File: src/rtl/instr_encoder_pkg.sv
// Shared definitions for the instruction encoder and the immediate decoder:
// format codes, opcodes, instruction bit-field positions and the decoder itself.
package instr_encoder_pkg;

    localparam int FMT_W = 3;
    localparam int REG_W = 5;
    localparam int F3_W  = 3;
    localparam int OPC_W = 7;

    typedef enum logic [FMT_W-1:0] {
        FMT_OP_IMM = 3'd0,
        FMT_LOAD   = 3'd1,
        FMT_STORE  = 3'd2,
        FMT_BRANCH = 3'd3,
        FMT_LUI    = 3'd4
    } fmt_e;

    localparam logic [OPC_W-1:0] OPC_OP_IMM = 7'b0010011;
    localparam logic [OPC_W-1:0] OPC_LOAD   = 7'b0000011;
    localparam logic [OPC_W-1:0] OPC_STORE  = 7'b0100011;
    localparam logic [OPC_W-1:0] OPC_BRANCH = 7'b1100011;
    localparam logic [OPC_W-1:0] OPC_LUI    = 7'b0110111;

    localparam int OPC_LSB      = 0;
    localparam int RD_LSB       = 7;
    localparam int F3_LSB       = 12;
    localparam int RS1_LSB      = 15;
    localparam int RS2_LSB      = 20;
    localparam int IMM_I_LSB    = 20;
    localparam int IMM_S_HI_LSB = 25;
    localparam int IMM_S_LO_LSB = 7;
    localparam int IMM_U_LSB    = 12;
    localparam int B_IMM11_BIT  = 31;
    localparam int B_IMM10_BIT  = 7;
    localparam int B_HI_LSB     = 25;
    localparam int B_LO_LSB     = 8;

    // Branch immediates stay in halfword units, matching what the encoder accepts.
    function automatic logic [31:0] imm_decode(input logic [31:0] word);
        logic [31:0] imm;
        imm = '0;
        case (word[OPC_LSB +: OPC_W])
            OPC_OP_IMM, OPC_LOAD:
                imm = {{20{word[31]}}, word[IMM_I_LSB +: 12]};
            OPC_STORE:
                imm = {{20{word[31]}}, word[IMM_S_HI_LSB +: 7], word[IMM_S_LO_LSB +: 5]};
            OPC_BRANCH:
                imm = {{21{word[B_IMM11_BIT]}}, word[B_IMM10_BIT],
                       word[B_HI_LSB +: 6], word[B_LO_LSB +: 4]};
            OPC_LUI:
                imm = {word[IMM_U_LSB +: 20], 12'b0};
            default:
                imm = '0;
        endcase
        return imm;
    endfunction

endpackage

File: src/rtl/instr_encoder_if.sv
// Field-set input, base-address load, encoded-word output and error status
// of the instruction encoder, bundled as one interface.
interface instr_encoder_if
    import instr_encoder_pkg::*;
#(
    parameter int ADDR_W = 10
);
    logic              in_valid;
    logic              in_ready;
    logic [FMT_W-1:0]  in_fmt;
    logic [REG_W-1:0]  in_rd;
    logic [REG_W-1:0]  in_rs1;
    logic [REG_W-1:0]  in_rs2;
    logic [F3_W-1:0]   in_funct3;
    logic [31:0]       in_imm;
    logic              base_load;
    logic [ADDR_W-1:0] base_addr;
    logic              out_valid;
    logic              out_ready;
    logic [31:0]       out_instr;
    logic [ADDR_W-1:0] out_addr;
    logic              err;
    logic [7:0]        err_cnt;

    modport master (
        output in_valid, in_fmt, in_rd, in_rs1, in_rs2, in_funct3, in_imm,
               base_load, base_addr, out_ready,
        input  in_ready, out_valid, out_instr, out_addr, err, err_cnt
    );

    modport slave (
        input  in_valid, in_fmt, in_rd, in_rs1, in_rs2, in_funct3, in_imm,
               base_load, base_addr, out_ready,
        output in_ready, out_valid, out_instr, out_addr, err, err_cnt
    );
endinterface

File: src/rtl/instr_encoder_fifo.sv
// Output FIFO for encoded words; head data reads zero whenever the FIFO is
// empty or held in reset.
module enc_fifo #(
    parameter int WIDTH = 32,
    parameter int DEPTH = 4
) (
    input  logic             clk,
    input  logic             rst,
    input  logic             push,
    input  logic [WIDTH-1:0] push_data,
    input  logic             pop_req,
    output logic             full,
    output logic             valid,
    output logic [WIDTH-1:0] head_data
);
    localparam int PTR_W = $clog2(DEPTH);
    localparam int CNT_W = PTR_W + 1;

    logic [WIDTH-1:0] mem [DEPTH];
    logic [PTR_W-1:0] wr_ptr;
    logic [PTR_W-1:0] rd_ptr;
    logic [CNT_W-1:0] count;
    logic             pop;
    logic             push_ok;

    assign valid     = !rst && (count != '0);
    assign full      = (count == CNT_W'(DEPTH));
    assign pop       = valid && pop_req;
    assign push_ok   = push && (!full || pop);
    assign head_data = valid ? mem[rd_ptr] : '0;

    always_ff @(posedge clk) begin
        if (push_ok) begin
            mem[wr_ptr] <= push_data;
        end
    end

    always_ff @(posedge clk) begin
        if (rst) begin
            wr_ptr <= '0;
            rd_ptr <= '0;
            count  <= '0;
        end else begin
            if (push_ok) begin
                wr_ptr <= wr_ptr + PTR_W'(1);
            end
            if (pop) begin
                rd_ptr <= rd_ptr + PTR_W'(1);
            end
            case ({push_ok, pop})
                2'b10:   count <= count + CNT_W'(1);
                2'b01:   count <= count - CNT_W'(1);
                default: count <= count;
            endcase
        end
    end

endmodule

File: src/rtl/instr_encoder.sv
// Encodes field sets into 32-bit instruction words, pairs each with a running
// byte address and queues them; rejected field sets are counted, never queued.
module instr_encoder
    import instr_encoder_pkg::*;
#(
    parameter int ADDR_W = 10,
    parameter int DEPTH  = 4
) (
    input  logic         clk,
    input  logic         rst,
    instr_encoder_if.slave bus
);
    localparam int ENTRY_W = 32 + ADDR_W;

    logic [31:0]        word;
    logic               legal;
    logic               fits12;
    logic               accept;
    logic               push;
    logic               pop;
    logic               fifo_full;
    logic               fifo_valid;
    logic [ENTRY_W-1:0] head;
    logic [ADDR_W-1:0]  addr_cnt;
    logic [ADDR_W-1:0]  push_addr;
    logic               err_q;
    logic [7:0]         err_cnt_q;

    // Sign-extended 12-bit range: every bit from 31 down to 11 equals bit 11.
    assign fits12 = (bus.in_imm[31:11] == {21{bus.in_imm[11]}});

    always_comb begin
        word  = '0;
        legal = 1'b0;
        case (bus.in_fmt)
            FMT_OP_IMM, FMT_LOAD: begin
                word[OPC_LSB +: OPC_W]  = (bus.in_fmt == FMT_LOAD) ? OPC_LOAD : OPC_OP_IMM;
                word[RD_LSB +: REG_W]   = bus.in_rd;
                word[F3_LSB +: F3_W]    = bus.in_funct3;
                word[RS1_LSB +: REG_W]  = bus.in_rs1;
                word[IMM_I_LSB +: 12]   = bus.in_imm[11:0];
                legal                   = fits12;
            end
            FMT_STORE: begin
                word[OPC_LSB +: OPC_W]   = OPC_STORE;
                word[IMM_S_LO_LSB +: 5]  = bus.in_imm[4:0];
                word[F3_LSB +: F3_W]     = bus.in_funct3;
                word[RS1_LSB +: REG_W]   = bus.in_rs1;
                word[RS2_LSB +: REG_W]   = bus.in_rs2;
                word[IMM_S_HI_LSB +: 7]  = bus.in_imm[11:5];
                legal                    = fits12;
            end
            FMT_BRANCH: begin
                word[OPC_LSB +: OPC_W]  = OPC_BRANCH;
                word[B_IMM10_BIT]       = bus.in_imm[10];
                word[B_LO_LSB +: 4]     = bus.in_imm[3:0];
                word[F3_LSB +: F3_W]    = bus.in_funct3;
                word[RS1_LSB +: REG_W]  = bus.in_rs1;
                word[RS2_LSB +: REG_W]  = bus.in_rs2;
                word[B_HI_LSB +: 6]     = bus.in_imm[9:4];
                word[B_IMM11_BIT]       = bus.in_imm[11];
                legal                   = fits12;
            end
            FMT_LUI: begin
                word[OPC_LSB +: OPC_W]  = OPC_LUI;
                word[RD_LSB +: REG_W]   = bus.in_rd;
                word[IMM_U_LSB +: 20]   = bus.in_imm[31:12];
                legal                   = (bus.in_imm[11:0] == 12'd0);
            end
            default: begin
                word  = '0;
                legal = 1'b0;
            end
        endcase
    end

    // Ready may stay high when full because a same-cycle pop frees a slot.
    assign pop          = fifo_valid && bus.out_ready;
    assign bus.in_ready = !rst && (!fifo_full || pop);
    assign accept       = bus.in_valid && bus.in_ready;
    assign push         = accept && legal;
    assign push_addr    = bus.base_load ? bus.base_addr : addr_cnt;

    enc_fifo #(
        .WIDTH (ENTRY_W),
        .DEPTH (DEPTH)
    ) u_fifo (
        .clk       (clk),
        .rst       (rst),
        .push      (push),
        .push_data ({word, push_addr}),
        .pop_req   (bus.out_ready),
        .full      (fifo_full),
        .valid     (fifo_valid),
        .head_data (head)
    );

    always_ff @(posedge clk) begin
        if (rst) begin
            addr_cnt  <= '0;
            err_q     <= 1'b0;
            err_cnt_q <= '0;
        end else begin
            err_q <= accept && !legal;
            if (push) begin
                addr_cnt <= push_addr + ADDR_W'(4);
            end else if (bus.base_load) begin
                addr_cnt <= bus.base_addr;
            end
            if (accept && !legal && (err_cnt_q != 8'hFF)) begin
                err_cnt_q <= err_cnt_q + 8'd1;
            end
        end
    end

    assign bus.out_valid = fifo_valid;
    assign bus.out_instr = head[ADDR_W +: 32];
    assign bus.out_addr  = head[ADDR_W-1:0];
    assign bus.err       = err_q;
    assign bus.err_cnt   = err_cnt_q;

endmodule

File: src/flat_wrapper.sv
// flat-port wrapper written by rule: the top's interface ports become plain ports
module instr_encoder_flat import instr_encoder_pkg::*;
#(
    parameter int ADDR_W = 10,
    parameter int DEPTH  = 4
)
  (clk, rst, bus_in_valid, bus_in_fmt, bus_in_rd, bus_in_rs1, bus_in_rs2, bus_in_funct3, bus_in_imm, bus_base_load, bus_base_addr, bus_out_ready, bus_in_ready, bus_out_valid, bus_out_instr, bus_out_addr, bus_err, bus_err_cnt);
  instr_encoder_if #(.ADDR_W(ADDR_W)) bus_i ();
  input  logic clk;
  input  logic rst;
  input wire logic [$bits(bus_i.in_valid)-1:0] bus_in_valid;
  input wire logic [$bits(bus_i.in_fmt)-1:0] bus_in_fmt;
  input wire logic [$bits(bus_i.in_rd)-1:0] bus_in_rd;
  input wire logic [$bits(bus_i.in_rs1)-1:0] bus_in_rs1;
  input wire logic [$bits(bus_i.in_rs2)-1:0] bus_in_rs2;
  input wire logic [$bits(bus_i.in_funct3)-1:0] bus_in_funct3;
  input wire logic [$bits(bus_i.in_imm)-1:0] bus_in_imm;
  input wire logic [$bits(bus_i.base_load)-1:0] bus_base_load;
  input wire logic [$bits(bus_i.base_addr)-1:0] bus_base_addr;
  input wire logic [$bits(bus_i.out_ready)-1:0] bus_out_ready;
  output wire logic [$bits(bus_i.in_ready)-1:0] bus_in_ready;
  output wire logic [$bits(bus_i.out_valid)-1:0] bus_out_valid;
  output wire logic [$bits(bus_i.out_instr)-1:0] bus_out_instr;
  output wire logic [$bits(bus_i.out_addr)-1:0] bus_out_addr;
  output wire logic [$bits(bus_i.err)-1:0] bus_err;
  output wire logic [$bits(bus_i.err_cnt)-1:0] bus_err_cnt;
  assign bus_i.in_valid = bus_in_valid;
  assign bus_i.in_fmt = bus_in_fmt;
  assign bus_i.in_rd = bus_in_rd;
  assign bus_i.in_rs1 = bus_in_rs1;
  assign bus_i.in_rs2 = bus_in_rs2;
  assign bus_i.in_funct3 = bus_in_funct3;
  assign bus_i.in_imm = bus_in_imm;
  assign bus_i.base_load = bus_base_load;
  assign bus_i.base_addr = bus_base_addr;
  assign bus_i.out_ready = bus_out_ready;
  assign bus_in_ready = bus_i.in_ready;
  assign bus_out_valid = bus_i.out_valid;
  assign bus_out_instr = bus_i.out_instr;
  assign bus_out_addr = bus_i.out_addr;
  assign bus_err = bus_i.err;
  assign bus_err_cnt = bus_i.err_cnt;
  instr_encoder #(.ADDR_W(ADDR_W), .DEPTH(DEPTH)) u_core (.clk(clk), .rst(rst), .bus(bus_i));
endmodule
File: config.mk
export PLATFORM = sky130hd
export DESIGN_NAME = instr_encoder_flat
export DESIGN_NICKNAME = d
export VERILOG_FILES = /design/src/rtl/instr_encoder_pkg.sv /design/src/rtl/instr_encoder_if.sv /design/src/rtl/instr_encoder_fifo.sv /design/src/rtl/instr_encoder.sv /design/src/flat_wrapper.sv
export SDC_FILE = /design/constraint.sdc
export NUM_CORES = 1
export LEC_CHECK = 0
export CORE_MARGIN = 2
export CORE_UTILIZATION = 49
export DETAILED_ROUTE_END_ITERATION = 12
export GPL_TIMING_DRIVEN = 0
export PLACE_DENSITY = 0.76
export SYNTH_ARGS = -nofsm -noshare
export SYNTH_HDL_FRONTEND = slang
export SYNTH_SLANG_ARGS = --single-unit
File: constraint.sdc
create_clock -name clk -period 3.02 [get_ports clk]
set_clock_uncertainty 0.15 [all_clocks]
set_input_delay 0.302 -clock clk [delete_from_list [all_inputs] [get_ports clk]]
set_output_delay 0.302 -clock clk [all_outputs]
set_load 0.01 [all_outputs]
==> qor.yml <==
status: "complete, no violations"
worst_pin_slew_ns: 0.714
synth_fp_nets: 635
grtUsageTotal_pct: 22.1
synth-edff-count: 160
avgSynthCellArea_um2: 14.8
yosys.area.top_type_share_pct: 58.2
fmax_ghz: 0.346
seq_area_um2: 5370
min_path_cells: 3
reg2reg_slack_ns: 0.32
synth_seq_cells: 188
worstRegToRegCells: 11
grt_pass1_vias: 5482
holdPathEnd: "u_core.bus.err_cnt[7]"
first_iter_violations: 354
vias: 5258
yosysWarnings: 0
utilization_pct: 63.1
syn_inst: 559
vdd_ir_drop_max_v: 0.000408
cts.clk_slew.worst_paths_ns: 0.07
timing.final.crit_share_pct: 95.8
wl_mm: 19.0
finalWeightedCongestion: 0.883
worstSetupPathType: "flip-flop to output pin"
final_cell_mix: "160 x edfxtp_1, 116 x clkdlybuf4s50_1, 44 x and2_1"
async_reset_ff_share_pct: 0
via_per_inst: 5.64
cts_made_buffers: 17
worst_hold_path_type: "input port to flip-flop"
design.core.area_um2: 16500
synth-adder-area-share_pct: 1.30
ant_nets: 0
hold_start: "rst"
final_cell_area_um2: 10400
antenna_found_initial: 0
power.total_mw: 5.33
cp-end-kind: "output pin"
synth-compound-area-share_pct: 5.19
synth_top_family_by_area: "multiplexers"
grt_max_degree: 31
synth-main-ff-cell: "edfxtp_1"
clockBufferDepth: 2
port_buffers: 117
area_growth_pct: 26.1
synthSimpleGateAreaFrac_pct: 11.3
yosysTopAreaCell: "edfxtp_1"
firstDrtPassIters: 5
initial_core_util_pct: 50.0
rsz0062_at_grt: "no"
drive_gt1_share_pct: 14.3
maxCapViolCount: 0
synthXorXnorAreaFrac_pct: 0.636
ys_top_cells_by_area: "edfxtp_1 58%, mux4_2 11%, dfxtp_1 6.8%"
nFillCells: 1180
root_buffer: "clkbuf_16"
worstSkewPairLatency_ns: 0.43
synth-seq-area-share_pct: 64.9
critPathLaunchType: "flip-flop"
cp_max_fo: 10
routedWlPerCell_um: 20.4
p_leak_nw: 3.49
ios: 121
cts_num_sinks: 188
die-area_um2: 17900
die_w_um: 134
nets: 775
multi_input_area_um2: 2700
grt_first_pass_wirelength_mm: 29.5
final.setup.tns_ns: 0
hold_violations: 0
synth_mux_area_share_pct: 13.9
drv_slew: 0
netlist_area_um2: 8260
relSlewSlack_pct: 52.4
cp_data_required_time_ns: 2.57
rows: 47
post_dp_cell_area_um2: 9790
setup_viol: 0
overflow: 0
remaining_drc_errors: 0
die_h_um: 134
rr_endpoint: "u_core.u_fifo.count[2]"
dp_hpwl_mm: 13.3
power_density_nw_per_um2: 512
r2r-start: "u_core.u_fifo.count[0]"
mostFrequentLayoutCell: "edfxtp_1"
cts_tree: "done"
worstPathArrival_ns: 2.44
n_antenna_cell: 0
synth.distinct_cells: 48
cts_max_level: 4
post-route-min-period_ns: 2.89
[how the worst max path moves through the flow]
stage                        start                        to  slack, ns  depth (start not counted)
floorplan           bus_in_imm[12]   u_core.u_fifo.mem[0][0]       0.18                          6
global placement     bus_in_fmt[2]  u_core.u_fifo.mem[3][23]      -1.63                          5
detailed placement   bus_in_fmt[2]    u_core.u_fifo.count[2]      -0.66                         11
CTS                      flip-flop           bus_out_addr[2]      0.008                          5
global route             flip-flop           bus_out_addr[2]      0.003                          5
finish                   flip-flop           bus_out_addr[2]       0.13                          4
[where the power goes]
group / leakage [nW] / switching, mW / total [mW] / internal [mW]
Combinational: 1.53 / 0.171 / 0.312 / 0.141
Sequential: 1.68 / 0.00418 / 2.84 / 2.84
Clock: 0.283 / 0.978 / 2.18 / 1.20
Total: 3.49 / 1.15 / 5.33 / 4.18
[synthesized netlist by cell type (6+ instances only)]
cell and instances:
mux4_2 40, inv_1 22, edfxtp_1 160, ha_1 7
nand2_1 25, nor2b_1 23, nor3_1 7, o22ai_1 24
and3_1 7, dfxtp_1 28, clkbuf_1 25, and2_1 48
nor4_1 6, mux2i_1 18, nor2_1 21, a21oi_1 27
nand3_1 11
[cell families (layout without fill, tap and decap cells)]
kind of cell,Yosys count,count (layout)
DFF,188,188
AOI/OAI and AO/OA,68,68
xor gates and xnor gates,6,6
adders and majority gates,8,8
and+or+nand+nor,169,169
buffers and inverters,55,208
muxes,64,64
other,1,1
[flip-flops by register name, indices dropped and copies added, names as in the netlist, named ones only]
name and flops:
u_core.u_fifo.count 3, u_core.u_fifo.rd_ptr 2, u_core.bus.err 1, u_core.addr_cnt 10, u_core.u_fifo.wr_ptr 2, u_core.bus.err_cnt 8, u_core.u_fifo.mem 160
[through the flow]
stage | hold slack [ns] | cells | setup slack, ns
2_1_floorplan | 0.317 | 559 | 0.182
5_1_grt | 0.255 | 932 | 0.00287
6_report | 0.224 | 932 | 0.127
3_5_place_dp | 0.321 | 900 | -0.659
3_3_place_gp | 0.320 | 896 | -1.63
4_1_cts | 0.219 | 932 | 0.00783
[critical path, stage by stage, from the launching register on]
cell	delay, ns
dfxtp_1	0.40
clkbuf_1	0.51
mux4_2	0.43
and2_1	0.19
clkdlybuf4s50_1	0.47
[layer usage]
layer | vias to the layer above | track usage, % | routed length (um)
met1 | 2618 | 27.1 | 7590
met5 | - | 0 | 0
met4 | 0 | 8.33 | 382
li1 | 2409 | - | -
met2 | 199 | 37.3 | 9730
met3 | 32 | 6.42 | 1280
[repair_timing]
action / 4_1_cts / 5_1_grt
endpoints found under the setup margin: 153 / 123
hold buffers: 0 / 0
hold endpoints to repair: 0 / 0
resized for setup: 13 / 15
buffers inserted: 0 / 0
[layout make-up]
class	count	area share [%]
sequential	188	51.5
buffer	32	1.52
tap	220	2.64
timing repair buffer	121	12.0
clock buffer	19	4.35
inverter	23	0.829
clock inverter	13	1.26
multi-input combinational	316	25.9
No activity file was read; power rests on OpenSTA's default activity.
